[config.mk]
export PLATFORM = sky130hd
export DESIGN_NAME = toggle_monitor
export DESIGN_NICKNAME = d
export VERILOG_FILES = /design/src/rtl/toggle_monitor.sv
export SDC_FILE = /design/constraint.sdc
export NUM_CORES = 1
export LEC_CHECK = 0
export ABC_AREA = 1
export CAP_MARGIN = 20
export CELL_PAD_IN_SITES_DETAIL_PLACEMENT = 0
export CELL_PAD_IN_SITES_GLOBAL_PLACEMENT = 1
export CORE_MARGIN = 8
export CORE_UTILIZATION = 50
export CTS_CLUSTER_SIZE = 30
export DETAILED_ROUTE_END_ITERATION = 8
export DONT_BUFFER_PORTS = 1
export PLACE_DENSITY = 0.87
export SYNTH_ARGS = -nofsm -noshare
export SYNTH_HDL_FRONTEND = slang
export SYNTH_SLANG_ARGS = --single-unit
[constraint.sdc]
create_clock -name clk -period 2.04 [get_ports clk]
set_input_delay 0.204 -clock clk [delete_from_list [all_inputs] [get_ports clk]]
set_output_delay 0.204 -clock clk [all_outputs]
set_load 0.03 [all_outputs]
[src/rtl/toggle_monitor.sv]
// Watches the toggling output of an upstream T flip-flop and reports transition count,
// inter-transition period, per-transition pulse, stall and count-overflow status.
//
// state      | meaning
// IDLE       | monitor disabled; q_prev still tracks Q so re-enable never sees a stale edge
// WAIT_FIRST | enabled, no transition yet; transitions count but do not set period
// RUN        | transitions arriving; each one updates count and period
// STALL      | no transition for STALL_LIMIT enabled cycles
module toggle_monitor #(
  parameter int unsigned STALL_LIMIT = 16
) (
  input  logic       clk,
  input  logic       reset,
  input  logic       enable,
  input  logic       clear,
  input  logic       Q,
  output logic [7:0] count,
  output logic [7:0] period,
  output logic       edge_pulse,
  output logic       stall,
  output logic       ovf,
  output logic [1:0] state
);

  typedef enum logic [1:0] {
    IDLE       = 2'd0,
    WAIT_FIRST = 2'd1,
    RUN        = 2'd2,
    STALL      = 2'd3
  } state_t;

  localparam logic [7:0] LIMIT = 8'(STALL_LIMIT);

  state_t     st;
  logic       q_prev;
  logic [7:0] gap;
  logic       toggled;
  logic [7:0] gap_inc;
  logic [8:0] gap_p1;
  logic [7:0] period_next;

  assign toggled     = (Q != q_prev) && (st != IDLE);
  assign gap_inc     = (gap == 8'hFF) ? gap : gap + 8'd1;
  assign gap_p1      = {1'b0, gap} + 9'd1;
  assign period_next = gap_p1[8] ? 8'hFF : gap_p1[7:0];
  assign state       = st;

  always_ff @(posedge clk or posedge reset) begin
    if (reset) begin
      st         <= IDLE;
      q_prev     <= 1'b0;
      gap        <= 8'd0;
      count      <= 8'd0;
      period     <= 8'd0;
      edge_pulse <= 1'b0;
      stall      <= 1'b0;
      ovf        <= 1'b0;
    end else begin
      q_prev <= Q;
      if (clear) begin
        count      <= 8'd0;
        period     <= 8'd0;
        gap        <= 8'd0;
        ovf        <= 1'b0;
        edge_pulse <= 1'b0;
        stall      <= 1'b0;
        st         <= enable ? WAIT_FIRST : IDLE;
      end else if (!enable) begin
        edge_pulse <= 1'b0;
        stall      <= 1'b0;
        st         <= IDLE;
      end else if (st == IDLE) begin
        // first enabled cycle only primes q_prev
        edge_pulse <= 1'b0;
        stall      <= 1'b0;
        st         <= WAIT_FIRST;
      end else if (toggled) begin
        count <= count + 8'd1;
        if (count == 8'hFF) ovf <= 1'b1;
        if (st != WAIT_FIRST) period <= period_next;
        gap        <= 8'd0;
        edge_pulse <= 1'b1;
        stall      <= 1'b0;
        st         <= RUN;
      end else begin
        gap        <= gap_inc;
        edge_pulse <= 1'b0;
        if (gap_inc >= LIMIT) begin
          st    <= STALL;
          stall <= 1'b1;
        end
      end
    end
  end

endmodule

==> flow_metrics.tcl, run 1 <==
set metrics [dict create \
    synth_sequential_area_ratio_pct 46.1 \
    dr_wl_cell_um 14.1 \
    synth_largest_area_cell "dfrtp_1" \
    cp_cell_sequence "inv_1 > nand2_4 > nand3_4 > nor2_8 > nand3_2 > nor2_4 > nand2_2 > nand2_1 > nand2_1" \
    first_global_vias 1246 \
    setup_repair_after_global_routing_missed_its_margin "no" \
    status "completed" \
    arrival_ns 1.79 \
    std_cell_rows 20 \
    rr_startpoint "state[0]$_DFFE_PP0P_" \
    placed_cells_incl_taps 237 \
    power.density_nw_per_um2 653 \
    final_design_area_no_fill_um2 1760 \
    power.combinational.fraction_pct 11.9 \
    dieHeight_um 73.1 \
    grt_overflow_total 0 \
    startpoint "state[0]$_DFFE_PP0P_" \
    first_iter_violations 69 \
    setup_viol 0 \
    grt_first_pass_wirelength_mm 5.84 \
    die-width_um 73.1 \
    hold_viol_final 0 \
    placed_area_um2 1700 \
    routability_driven_placement_congestion_ratio 0.854 \
    grt_max_degree 17 \
    top_count_cell_post_synth "nand2_1" \
    worst_setup_path_endpoint "state[0]$_DFFE_PP0P_" \
    cts_made_buffers 5 \
    ys_top_cells_by_count "56 x nand2_1, 30 x dfrtp_1, 17 x inv_1, 15 x nand3_1, 11 x o21ai_1" \
    share_clk_of_total_power_pct 28.0 \
    timing.rr.end "state[0]$_DFFE_PP0P_" \
    cts_tree "done" \
    place_hpwl_mm 2.76 \
    post_synth_inst_count 193 \
    number_of_port_buffers 0 \
    power_frac_seq_pct 60.1 \
    r2r_setup_slk_ns 0.46 \
    post_synth_instance_area_um2 1630 \
    netlist-cell-type-count 26 \
    syn-mean-instance-area_um2 8.44 \
    worst_path_largest_cell_delay_ns 0.55 \
    start_kind "register" \
    synthToLayoutAreaGrowth_pct 8.29 \
    ys_async_sr_fraction_pct 100 \
    final_layout_size_suffix_gt1_share_pct 18.8 \
    crit_required_ns 2.25 \
    via_count 1295 \
    cts_buffer_depth 2 \
    timing.final.crit_period_ns 1.58 \
    clk_latency_ns 0.32 \
    switching_share_pct 31.4 \
    number_of_antenna_violations_at_the_first_check_in_global_routing 0 \
    start_util_pct 52.9 \
    top_level_ports 26 \
    postSynthNetCount 201 \
    drt-pass1-iter-count 4 \
    h-tree-depth 2 \
    total_switching_power_mw 0.362 \
    finalNetCount 210 \
    synth-seq-cells 30 \
    crit_path_top_delay_cell "dfrtp_1" \
    vdd.ir_drop.worst_v 0.000703 \
    drt-vias-per-instance 5.26 \
    drtAntennaViolNets 0 \
    cpMostUsedCell "nand2_1" \
    leakagePower_nw 0.853 \
    max_freq_mhz 635 \
    final.setup.tns_ns 0 \
    yosys_warnings 0 \
    slew_viol_final 0 \
    clkTransAtPathRegs_ns 0.09 \
    finClkSkew_ns 0.00936 \
    period_share_pct 77.2 \
    drc 0 \
    crit_fanout 7 \
    cts_num_sinks 30 \
    max_slew_margin_pct 58.6 \
    synth_ff_type "dfrtp_1" \
    worstRegToRegCells 9 \
    setup.worst_path.end_class "register" \
    worst_slew_pin_slew_ns 0.620 \
    hold_depth 3 \
    floorplan.core_area_um2 3080 \
    die_outline_area_um2 5340 \
    cellInternalPower_mw 0.790 \
    critPathKind "reg2reg" \
    nFillCells 304 \
    type_of_the_worst_min_delay_path "in2reg" \
    post-cts-setup-buffer-count 0 \
    final_instance_count_excl_fillers 246 \
    timing.max_cap.violations 0 \
    synth_enable_flop_cells 0 \
    synth.area.top_cells "dfrtp_1 46%, nand2_1 13%, nand3_1 4.6%" \
    synth.top_cell.area_share_pct 46.1 \
    cell_at_the_root_of_the_clock_tree "clkbuf_4" \
    global_route.usage.total_pct 14.0 \
    power_mw 1.15 \
    num_antenna_cells 0 \
    wl_mm 3.48 \
]
stage by stage:
step | setup WS, ns | hold WS, ns | utilization (%)
after global routing | 0.293 | 0.0426 | 57.3
after global placement | 0.455 | 0.191 | 55.1
final | 0.464 | 0.0378 | 57.3
after CTS | 0.429 | 0.0248 | 57.3
after floorplan | 0.596 | 0.235 | -
after detailed placement | 0.445 | 0.196 | 55.1
area by class of cell:
| cell class | count | area (um^2) | area share (%) |
|---|---|---|---|
| flip-flops and latches | 30 | 751 | 42.6 |
| multi-input cells | 138 | 777 | 44.0 |
| inverters | 23 | 86.3 | 4.89 |
| clock buffers | 5 | 37.5 | 2.13 |
| well taps | 44 | 55.1 | 3.12 |
| repair buffers | 4 | 47.5 | 2.70 |
| clock inverters | 2 | 10.0 | 0.567 |
flip-flops by register name, indices dropped and copies added, names as in the netlist:
name,flops
period,8
gap,8
edge_pulse,1
state,2
count,8
ovf,1
q_prev,1
stall,1
worst max-delay path: cells and delay by family (launching register included):
family | cells | cell delay (ns)
simple gates | 8 | 0.79
flops | 1 | 0.55
buf+inv | 1 | 0.12
power by group through the flow:
| stage | Combinational [mW] | Clock [mW] | Sequential [mW] |
|---|---|---|---|
| after detailed placement | 0.136 | 0 | 0.705 |
| final | 0.137 | 0.323 | 0.692 |
| after global routing | 0.158 | 0.351 | 0.698 |
| after floorplan | 0.107 | 0 | 0.699 |
| after global placement | 0.132 | 0 | 0.705 |
| after CTS | 0.140 | 0.332 | 0.694 |
cells by family (layout without fill, tap and decap cells):
logic type | Yosys count | in the layout | synth area share [%]
AOI/OAI and AO/OA | 29 | 29 | 10.2
xor gates and xnor gates | 2 | 2 | 1.08
DFF | 30 | 30 | 46.1
and+or+nand+nor | 104 | 104 | 34.1
buffers and inverters | 25 | 34 | 6.22
adders and majority gates | 3 | 3 | 2.30
worst min-delay path by stage:
stage               start                    to
global route        clear    gap[1]$_DFFE_PP0P_
global placement    reset  count[7]$_DFFE_PP0P_
floorplan               Q      q_prev$_DFF_PP0_
detailed placement  reset  count[7]$_DFFE_PP0P_
finish              clear    gap[1]$_DFFE_PP0P_
CTS                 clear    gap[1]$_DFFE_PP0P_
per-layer routing:
layer / vias to the layer above / part of all wire (%) / wire (um) / global-route usage (%)
met5: - / 0 / 0 / 0
met4: 0 / 1.2 / 41 / 4.22
li1: 644 / - / - / -
met2: 41 / 46 / 1590 / 22.0
met1: 604 / 45 / 1560 / 17.5
met3: 6 / 8.4 / 292 / 4.67
what timing repair did:
item / in CTS / in global routing
resized for setup: 0 / 0
hold buffers: 2 / 0
endpoints found under the hold margin: 15 / 0
endpoints found under the setup margin: 0 / 0
placed cells by master, fill, tap and decap left out, drive strengths merged:
cell type | netlist | final
nand2 | 63 | 63
dfrtp | 30 | 30
inv | 23 | 23
nand3 | 21 | 21
o21ai | 18 | 18
nor2 | 17 | 17
a21oi | 7 | 7
clkbuf | 1 | 5
nor3 | 3 | 3
ha | 3 | 3
o31ai | 2 | 2
xor2 | 2 | 2
clkinv | 0 | 2
dlygate4sd3 | 0 | 2
buf | 1 | 2
o22ai | 1 | 1
a22o | 1 | 1
Note: power is estimated with default switching activity, not from simulation.
==> run 2, diff against run 1 <==
--- a/config.mk
+++ b/config.mk
@@ -10,11 +10,11 @@
 export CELL_PAD_IN_SITES_DETAIL_PLACEMENT = 0
 export CELL_PAD_IN_SITES_GLOBAL_PLACEMENT = 1
 export CORE_MARGIN = 8
-export CORE_UTILIZATION = 50
+export CORE_UTILIZATION = 46
 export CTS_CLUSTER_SIZE = 30
 export DETAILED_ROUTE_END_ITERATION = 8
 export DONT_BUFFER_PORTS = 1
-export PLACE_DENSITY = 0.87
+export PLACE_DENSITY = 0.81
 export SYNTH_ARGS = -nofsm -noshare
 export SYNTH_HDL_FRONTEND = slang
 export SYNTH_SLANG_ARGS = --single-unit
==> constraint.sdc (replaced) <==
create_clock -name clk -period 1.5 [get_ports clk]
set_input_delay 0.15 -clock clk [delete_from_list [all_inputs] [get_ports clk]]
set_output_delay 0.15 -clock clk [all_outputs]
set_load 0.03 [all_outputs]
==> run 2 against run 1 <==
Clock skew is 0.0044 ns lower. Utilization is 1.1 points higher. Sequential share of layout area is 4.4 points lower. Non-clock buffer count is 16 higher. Cell area is 11% higher. Critical endpoint is now gap[1]$_DFFE_PP0P_. Setup slack worse by 0.46 ns. Combinational power is 110% higher. First-iteration DRC count is 19% higher. Die area is 6.8% higher. Clock power is 59% higher. Maximum frequency is 5.6% higher.
==> flow_metrics.tcl, run 2 (synthesized netlist as in run 1, its figures left out) <==
set metrics [dict create \
    power.combinational.fraction_pct 16.7 \
    period_share_pct 99.5 \
    clk_latency_ns 0.34 \
    grt_max_degree 20 \
    drt-vias-per-instance 5.12 \
    first_global_vias 1299 \
    reg_top3 "count x8, gap x8, period x8" \
    share_clk_of_total_power_pct 30.2 \
    finalNetCount 226 \
    layout_common_cells "52 x nand2_1, 30 x dfrtp_1, 17 x inv_1" \
    via_count 1356 \
    power.density_nw_per_um2 864 \
    number_of_antenna_violations_at_the_first_check_in_global_routing 0 \
    placed_cells_incl_taps 252 \
    h-tree-depth 2 \
    type_of_the_worst_min_delay_path "in2reg" \
    timing.max_cap.violations 0 \
    setup.worst_path.end_class "register" \
    area_of_the_multi_input_gates_um2 835 \
    std_cell_rows 21 \
    dieHeight_um 75.5 \
    final.setup.tns_ns 0 \
    nFillCells 337 \
    cts_num_sinks 30 \
    cts_buffer_depth 2 \
    rr_startpoint "gap[1]$_DFFE_PP0P_" \
    setup_viol 0 \
    worst_path_largest_cell_delay_ns 0.41 \
    total_switching_power_mw 0.527 \
    floorplan.core_area_um2 3360 \
    cp_cell_sequence "ha_2 > nand2_2 > inv_4 > nand3_4 > buf_6 > a21oi_4 > nand2_1 > a21oi_2" \
    arrival_ns 1.76 \
    grt_first_pass_wirelength_mm 6.21 \
    start_util_pct 48.4 \
    final_design_area_no_fill_um2 1970 \
    grt_overflow_total 0 \
    power_frac_seq_pct 53.1 \
    status "completed" \
    max_freq_mhz 670 \
    dr_wl_cell_um 14.2 \
    num_antenna_cells 0 \
    crit_path_top_delay_cell "dfrtp_1" \
    global_route.usage.total_pct 14.6 \
    hold_viol_final 0 \
    number_of_port_buffers 0 \
    synthToLayoutAreaGrowth_pct 20.7 \
    crit_required_ns 1.77 \
    slew_viol_final 0 \
    final_layout_size_suffix_gt1_share_pct 29.2 \
    register_area_um2 751 \
    die_outline_area_um2 5700 \
    worst_slew_pin_slew_ns 0.526 \
    finClkSkew_ns 0.00493 \
    setup_repair_after_global_routing_missed_its_margin "yes" \
    drtAntennaViolNets 0 \
    top_level_ports 26 \
    final_instance_count_excl_fillers 265 \
    timing.final.crit_period_ns 1.49 \
    utilization_pct 58.4 \
    die-width_um 75.5 \
    switching_share_pct 31.0 \
    crit_fanout 6 \
    first_iter_violations 82 \
    cts_tree "done" \
    clkTransAtPathRegs_ns 0.09 \
    cts_made_buffers 5 \
    worst_hold_startpoint "enable" \
    vdd.ir_drop.worst_v 0.000575 \
    place_hpwl_mm 2.79 \
    cell_at_the_root_of_the_clock_tree "clkbuf_4" \
    start_kind "register" \
    max_slew_margin_pct 64.9 \
    routability_driven_placement_congestion_ratio 0.868 \
    drt-pass1-iter-count 4 \
    cellInternalPower_mw 1.17 \
    placed_area_um2 1800 \
    critPathKind "reg2reg" \
    drc 0 \
    final_common_cell "nand2_1" \
    wl_mm 3.75 \
    leakagePower_nw 0.943 \
    startpoint "gap[1]$_DFFE_PP0P_" \
]
[run 2: cell types whose count changed in the layout (fill, tap and decap cells not counted), sizes merged]
cell         delta
dlygate4sd3     +1
clkbuf          +2
clkinv          -1
buf            +15
[run 2: worst max-delay path, delay by kind of cell (launching register included)]
family	cells	cell delay, ns
DFF	1	0.41
buffers and inverters	2	0.27
and+or+nand+nor	3	0.29
AOI/OAI and AO/OA	2	0.25
adders and majority gates	1	0.21
[run 2: final timing paths]
kind | cells past startpoint | endpoint | slack, ns
max in group asynchronous | 3 | period[5]$_DFFE_PP0P_ | 0.74
setup reg to reg | 8 | gap[1]$_DFFE_PP0P_ | 0.008
min in group asynchronous | 2 | edge_pulse$_DFF_PP0_ | 0.28
hold reg to reg | 1 | count[0]$_DFFE_PP0P_ | 0.54
setup / recovery | 8 | gap[1]$_DFFE_PP0P_ | 0.008
hold / removal | 4 | state[0]$_DFFE_PP0P_ | 0.06
[run 2: layout make-up]
type	instances	area share (%)
Multi-Input combinational cell	138	42.5
Sequential cell	30	38.2
Timing Repair Buffer	20	8.85
Inverter	23	4.52
Tap cell	46	2.93
Clock buffer	7	2.80
Clock inverter	1	0.255
[run 2: through the flow]
step / power, mW / worst slack (ns) / hold slack [ns]
detailed placement: 1.18 / 0.0274 / 0.0927
finish: 1.70 / 0.00819 / 0.0646
global route: 1.79 / -0.106 / 0.0689
global placement: 1.17 / 0.0770 / 0.0868
CTS: 1.71 / 0.00463 / 0.0479
floorplan: 1.10 / 0.0563 / 0.181
[run 2: routing by layer]
metal / vias to the layer above / GRT usage (%) / wire (um)
met3: 6 / 4.87 / 280
met1: 641 / 18.1 / 1680
met2: 37 / 22.6 / 1730
li1: 672 / - / -
met5: - / 0 / 0
met4: 0 / 6.18 / 59
[run 2: repair_timing]
item,CTS,global route
hold buffers,3,0
setup endpoints to repair,0,11
resized for setup,0,15
hold endpoints to repair,13,0
setup buffers,0,2
[run 2: power groups by stage]
stage / Sequential (mW) / Clock, mW / Combinational, mW
2_1_floorplan: 0.951 / 0 / 0.146
3_3_place_gp: 0.913 / 0 / 0.257
3_5_place_dp: 0.917 / 0 / 0.263
4_1_cts: 0.901 / 0.535 / 0.271
5_1_grt: 0.906 / 0.576 / 0.313
6_report: 0.901 / 0.513 / 0.285
==> run 3, diff against run 2 <==
--- a/config.mk
+++ b/config.mk
@@ -14,6 +14,7 @@
 export CTS_CLUSTER_SIZE = 30
 export DETAILED_ROUTE_END_ITERATION = 8
 export DONT_BUFFER_PORTS = 1
+export GPL_TIMING_DRIVEN = 1
 export PLACE_DENSITY = 0.81
 export SYNTH_ARGS = -nofsm -noshare
 export SYNTH_HDL_FRONTEND = slang
==> results of run 3 <==
The final DEF is identical to that of run 2; final timing and power are the same.
